[config.mk]
export PLATFORM = sky130hd
export DESIGN_NAME = mem_arbiter
export DESIGN_NICKNAME = d
export VERILOG_FILES = /design/src/rtl/mem_arb_pkg.sv /design/src/rtl/mem_arb_pick.sv /design/src/rtl/mem_arbiter.sv
export SDC_FILE = /design/constraint.sdc
export NUM_CORES = 1
export LEC_CHECK = 0
export CORE_AREA = 2 2 107 135
export DETAILED_ROUTE_END_ITERATION = 8
export DIE_AREA = 0 0 109 137
export PLACE_DENSITY = 0.84
export RECOVER_POWER = 50
export SYNTH_ARGS = -nofsm -noshare
export SYNTH_HDL_FRONTEND = slang
export SYNTH_SLANG_ARGS = --single-unit
[constraint.sdc]
create_clock -name clk -period 4 [get_ports clk]
set_input_delay 1.2 -clock clk [delete_from_list [all_inputs] [get_ports clk]]
set_output_delay 1.2 -clock clk [all_outputs]
set_load 0.02 [all_outputs]
[src/rtl/mem_arb_pkg.sv]
// Shared definitions for the two-port SRAM arbiter: FSM encoding, port ids
// and the access-counter width.
package mem_arb_pkg;

  localparam int CNT_W = 4;

  typedef enum logic [1:0] {
    IDLE   = 2'd0,
    ACCESS = 2'd1,
    RESP   = 2'd2
  } state_t;

  typedef enum logic {
    PORT_IF = 1'b0,
    PORT_D  = 1'b1
  } port_t;

  // The port that is not p; used for round-robin alternation.
  function automatic port_t other_port(input port_t p);
    return (p == PORT_IF) ? PORT_D : PORT_IF;
  endfunction

endpackage

[src/rtl/mem_arb_pick.sv]
// Combinational grant selection between the fetch and data ports.
// MEM_ARB_RR_EN defined: round-robin on contention (port not in last_grant
// wins). Undefined: fixed priority, data port wins on contention and
// last_grant is ignored. A lone request always wins.
module mem_arb_pick
  import mem_arb_pkg::*;
(
  input  logic  if_req,
  input  logic  d_req,
  input  port_t last_grant,
  output port_t grant,
  output logic  grant_valid
);

  // Pick the winner; grant is only meaningful while grant_valid is high.
  always_comb begin
    grant       = PORT_D;
    grant_valid = if_req | d_req;
    if (if_req && !d_req) begin
      grant = PORT_IF;
    end else if (if_req && d_req) begin
`ifdef MEM_ARB_RR_EN
      grant = other_port(last_grant);
`else
      grant = PORT_D;
`endif
    end
  end

`ifndef MEM_ARB_RR_EN
  // Fixed priority has no history; keep the port for a uniform interface.
  logic unused_last_grant;
  assign unused_last_grant = last_grant;
`endif

endmodule

[src/rtl/mem_arbiter.sv]
// Two-port (instruction fetch / data) arbiter in front of a single SRAM.
// Each access: IDLE samples requests and latches the winner, ACCESS holds the
// SRAM strobes for ACCESS_CYCLES cycles (legal 1..15), RESP pulses the
// winner's ack for one cycle. Latency sample->ack is ACCESS_CYCLES+1.
// Handshake: a requester raises req with stable addr/we/wdata and holds it
// until it sees its ack (a one-cycle pulse); req still high in IDLE after the
// ack is a new request. Inputs are not looked at again after the IDLE sample.
// Configuration macro: MEM_ARB_RR_EN selects round-robin arbitration
// (default undefined: fixed priority, data port wins on contention).
module mem_arbiter
  import mem_arb_pkg::*;
#(
  parameter int unsigned ACCESS_CYCLES = 2
)
(
  input  logic        clk,
  input  logic        rst_n,
  input  logic        if_req,
  input  logic [31:0] if_addr,
  output logic        if_ack,
  output logic [31:0] if_rdata,
  input  logic        d_req,
  input  logic        d_we,
  input  logic [31:0] d_addr,
  input  logic [31:0] d_wdata,
  output logic        d_ack,
  output logic [31:0] d_rdata,
  output logic        sram_cs,
  output logic        sram_oe,
  output logic        sram_we,
  output logic [31:0] sram_addr,
  output logic [31:0] sram_din,
  input  logic [31:0] sram_dout,
  output state_t      dbg_state
);

  localparam logic [CNT_W-1:0] CNT_LOAD = CNT_W'(ACCESS_CYCLES);
  localparam logic [CNT_W-1:0] CNT_ONE  = CNT_W'(1);

  state_t           state_q, state_d;
  logic [CNT_W-1:0] cnt_q, cnt_d;
  logic             load, cap_if, cap_d;
  port_t            grant, last_grant, win_q;
  logic             grant_valid;
  logic [31:0]      addr_q, wdata_q, if_rdata_q, d_rdata_q;
  logic             we_q;

  mem_arb_pick u_pick (
    .if_req      (if_req),
    .d_req       (d_req),
    .last_grant  (last_grant),
    .grant       (grant),
    .grant_valid (grant_valid)
  );

  // State and access counter registers.
  always_ff @(posedge clk or negedge rst_n) begin
    if (!rst_n) begin
      state_q <= IDLE;
      cnt_q   <= '0;
    end else begin
      state_q <= state_d;
      cnt_q   <= cnt_d;
    end
  end

  // Next state, counter and all SRAM/ack outputs decoded from the state.
  always_comb begin
    state_d   = state_q;
    cnt_d     = cnt_q;
    load      = 1'b0;
    cap_if    = 1'b0;
    cap_d     = 1'b0;
    sram_cs   = 1'b0;
    sram_oe   = 1'b0;
    sram_we   = 1'b0;
    sram_addr = '0;
    sram_din  = '0;
    if_ack    = 1'b0;
    d_ack     = 1'b0;
    case (state_q)
      IDLE: begin
        if (grant_valid) begin
          load    = 1'b1;
          cnt_d   = CNT_LOAD;
          state_d = ACCESS;
        end
      end
      ACCESS: begin
        sram_cs   = 1'b1;
        sram_we   = we_q;
        sram_oe   = ~we_q;
        sram_addr = addr_q;
        sram_din  = wdata_q;
        cnt_d     = cnt_q - CNT_ONE;
        if (cnt_q == CNT_ONE) begin
          state_d = RESP;
          cap_if  = !we_q && (win_q == PORT_IF);
          cap_d   = !we_q && (win_q == PORT_D);
        end
      end
      RESP: begin
        if_ack  = (win_q == PORT_IF);
        d_ack   = (win_q == PORT_D);
        state_d = IDLE;
      end
      default: state_d = IDLE;
    endcase
  end

  // Latch the winner's request so later input changes cannot disturb it.
  always_ff @(posedge clk or negedge rst_n) begin
    if (!rst_n) begin
      win_q   <= PORT_IF;
      addr_q  <= '0;
      we_q    <= 1'b0;
      wdata_q <= '0;
    end else if (load) begin
      win_q   <= grant;
      addr_q  <= (grant == PORT_IF) ? if_addr : d_addr;
      we_q    <= (grant == PORT_D) && d_we;
      wdata_q <= (grant == PORT_D) ? d_wdata : '0;
    end
  end

  // Read data registers; each holds until its own port's next read.
  always_ff @(posedge clk or negedge rst_n) begin
    if (!rst_n) begin
      if_rdata_q <= '0;
      d_rdata_q  <= '0;
    end else begin
      if (cap_if) if_rdata_q <= sram_dout;
      if (cap_d)  d_rdata_q  <= sram_dout;
    end
  end

`ifdef MEM_ARB_RR_EN
  // Remember who won last so contention alternates.
  always_ff @(posedge clk or negedge rst_n) begin
    if (!rst_n)    last_grant <= PORT_D;
    else if (load) last_grant <= grant;
  end
`else
  assign last_grant = PORT_D;
`endif

  assign if_rdata  = if_rdata_q;
  assign d_rdata   = d_rdata_q;
  assign dbg_state = state_q;

endmodule

==> results.yml <==
status:
  status: "finished, violations left"
  failed_checks: "capacitance limit, slew limit"
synthesis:
  ys_seq_elements: 136
  syn_nets: 558
  synth_top_cell_by_area: "dfrtp_1"
  synth_top_cell_area_share: 0.560
  synth_area_um2: 6080
  synthFlopType: "dfrtp_1"
  ys_seq_area_frac: 0.560
  synth_area_leaders: "dfrtp_1 56%, mux2_2 16%, mux2_4 7.4%, and2_1 6.9%, a22o_1 4.8%"
  ys_types: 32
  synth-async-reset-ratio: 1.00
  syn_avg_cell_area_um2: 14.4
  ys_warn_count: 0
  synth_edf_count: 0
  syn_inst: 423
global_route:
  first_global_vias: 4773
  grt_overflow: 0
  grt_max_degree: 109
  grt.total_usage: 0.216
  antenna_found_initial: 1
  grt_first_pass_wirelength_um: 24500
floorplanning:
  initial_core_util: 0.446
  die_area_um2: 14900
  io_pins: 268
  core_area_um2: 13600
  die_y_um: 137
  die_w_um: 109
  rows: 48
critical_path:
  rr_worst_depth: 5
  worst_setup_path_end_kind: "output port"
  crit_arrival_ns: 2.58
  cp_max_fo: 67
  worstReg2RegEnd: "d_rdata[24]"
  path_class: "reg2out"
  critical-path-max-stage-delay_ns: 0.55
  path_buf_inv: 2
  timing.rr.start: "dbg_state[1]"
  critPathLaunch: "dbg_state[1]"
  worst_ep_required_time_ns: 2.80
  cp_slowest_cell: "clkdlybuf4s50_1"
  start_kind: "register"
  path_cells: "nand2b_2, clkinv_2, and2_1, clkdlybuf4s50_1"
  crit_family: "buffers and inverters"
  r2r_slack_ns: 1.02
clocking:
  cts_buffers: 17
  clkTransAtPathRegs_ns: 0.06
  cts_setup_buffers: 0
  cts-resized-gates: 0
  cts.htree.levels: 4
  cts-root-buf: "clkbuf_16"
  clock_path_buffers: 2
  clock-sinks: 136
  clk_latency_ns: 0.40
  cts_tree: "done"
  holdBufCountCts: 0
layout:
  final_cell_mix: "238 x clkdlybuf4s50_1, 136 x dfrtp_1, 89 x mux2_2"
  layout.nets: 823
  drive_above_1_share: 0.227
  antenna-diode-count: 0
  fillers: 1000
  areaGrowthSynthToFinish_pct: 54.5
  layout_commonest_cell: "clkdlybuf4s50_1"
placement:
  hpwl_um: 11500
  port_buffers: 267
  place_congestion: 0.773
timing:
  period_share: 0.944
  fin_crit_ns: 3.78
  fin_skew_ns: 0.0174
  slew_headroom: -0.719
  finalSetupTns_ns: 0
  hold_violations: 0
  rsz0062_at_grt: "no"
  setup_viol: 0
  drv_slew: 145
  worst-slew-pin-transition_ns: 2.58
  timing.fmax_mhz: 265
power_and_ir_drop:
  power_w: 0.00800
  peakVddDrop_v: 0.000403
  powerDensity_nw_per_um2: 852
  leakagePower_nw: 4.04
routing:
  drt_iter0_drc: 157
  vias: 4353
  drt-total-wl_um: 15800
  avgRoutedWirePerCell_um: 18.1
  viasPerCell: 4.97
  antenna_left: 0
  drc: 0
  first_pass_iters: 4
worst_hold_path:
  min_from: "addr_q[0]"
  hold_end: "addr_q[0]"
  hp-class: "reg2reg"
  worstHoldPathCells: 1
run:
  drv_cap: 2
==> synthesized netlist by cell type (2+ instances only) <==
| library cell | number |
|---|---|
| dfrtp_1 | 136 |
| mux2_2 | 89 |
| and2_1 | 67 |
| a22o_1 | 33 |
| mux2_4 | 30 |
| clkbuf_1 | 11 |
| buf_6 | 9 |
| mux2_1 | 9 |
| buf_2 | 7 |
| nor2_1 | 5 |
| nand2_1 | 3 |
| ha_1 | 2 |
| inv_1 | 2 |
| o21ai_0 | 2 |
==> power breakdown <==
| part | switching [W] | internal (W) | total (W) |
|---|---|---|---|
| Combinational | 0.00190 | 0.00215 | 0.00405 |
| Clock | 0.000598 | 0.000922 | 0.00152 |
| Sequential | 0.000381 | 0.00205 | 0.00243 |
==> cell type report <==
type / instances / area (um^2) / area share
multi-input combinational: 256 / 2480 / 0.264
clock buffer: 18 / 429 / 0.0457
sequential: 136 / 3400 / 0.362
timing repair buffer: 274 / 2700 / 0.288
tap: 175 / 219 / 0.0233
clock inverter: 13 / 146 / 0.0156
inverter: 3 / 12.5 / 0.00133
==> worst register-to-register path: stages, from the launching register on <==
cell      delay, ns
dfrtp_1        0.43
nand2b_2       0.25
clkinv_2       0.48
clkbuf_1       0.39
nand4b_4       0.73
mux2_4         0.59
==> kinds of logic after synthesis <==
| logic type | synth area share |
|---|---|
| compound gates | 0.0547 |
| xor+xnor | 0.00288 |
| fa+ha+maj | 0.00411 |
| buf+inv | 0.0321 |
| flops | 0.560 |
| mux | 0.256 |
| simple gates | 0.0909 |
==> metrics by stage <==
| step | area [um^2] | setup slack [ns] | hold WS (ns) | util | instances |
|---|---|---|---|---|---|
| global route | 9400 | 0.0167 | 0.510 | 0.689 | 875 |
| finish | 9400 | 0.223 | 0.496 | 0.689 | 875 |
| floorplan | 6080 | 1.29 | 0.464 | - | 423 |
| CTS | 9430 | 0.180 | 0.500 | 0.691 | 875 |
| detailed placement | 8850 | 0.605 | 0.483 | 0.649 | 844 |
| global placement | 8850 | 0.732 | 0.477 | 0.649 | 844 |
==> flip-flops by register name (all words and copies together) (netlist names) <==
| name | flops |
|---|---|
| dbg_state | 2 |
| cnt_q | 4 |
| addr_q | 32 |
| we_q | 1 |
| d_rdata | 32 |
| wdata_q | 32 |
| win_q | 1 |
| if_rdata | 32 |
==> worst max-delay path by stage <==
| stage | depth (start not counted) | slack (ns) | end |
|---|---|---|---|
| CTS | 4 | 0.18 | sram_din[29] |
| finish | 4 | 0.22 | sram_addr[17] |
| global placement | 4 | 0.73 | sram_addr[18] |
| detailed placement | 4 | 0.60 | sram_din[8] |
| global route | 4 | 0.02 | sram_addr[7] |
| floorplan | 4 | 1.29 | sram_addr[20] |
==> layer usage <==
layer	track usage	vias to the layer above	part of all wire
li1	-	2007	-
met3	0.0619	22	0.067
met4	0.0705	2	0.018
met1	0.240	2146	0.37
met5	0	-	0.0011
met2	0.393	176	0.54
Note: power is estimated with default switching activity, not from simulation.
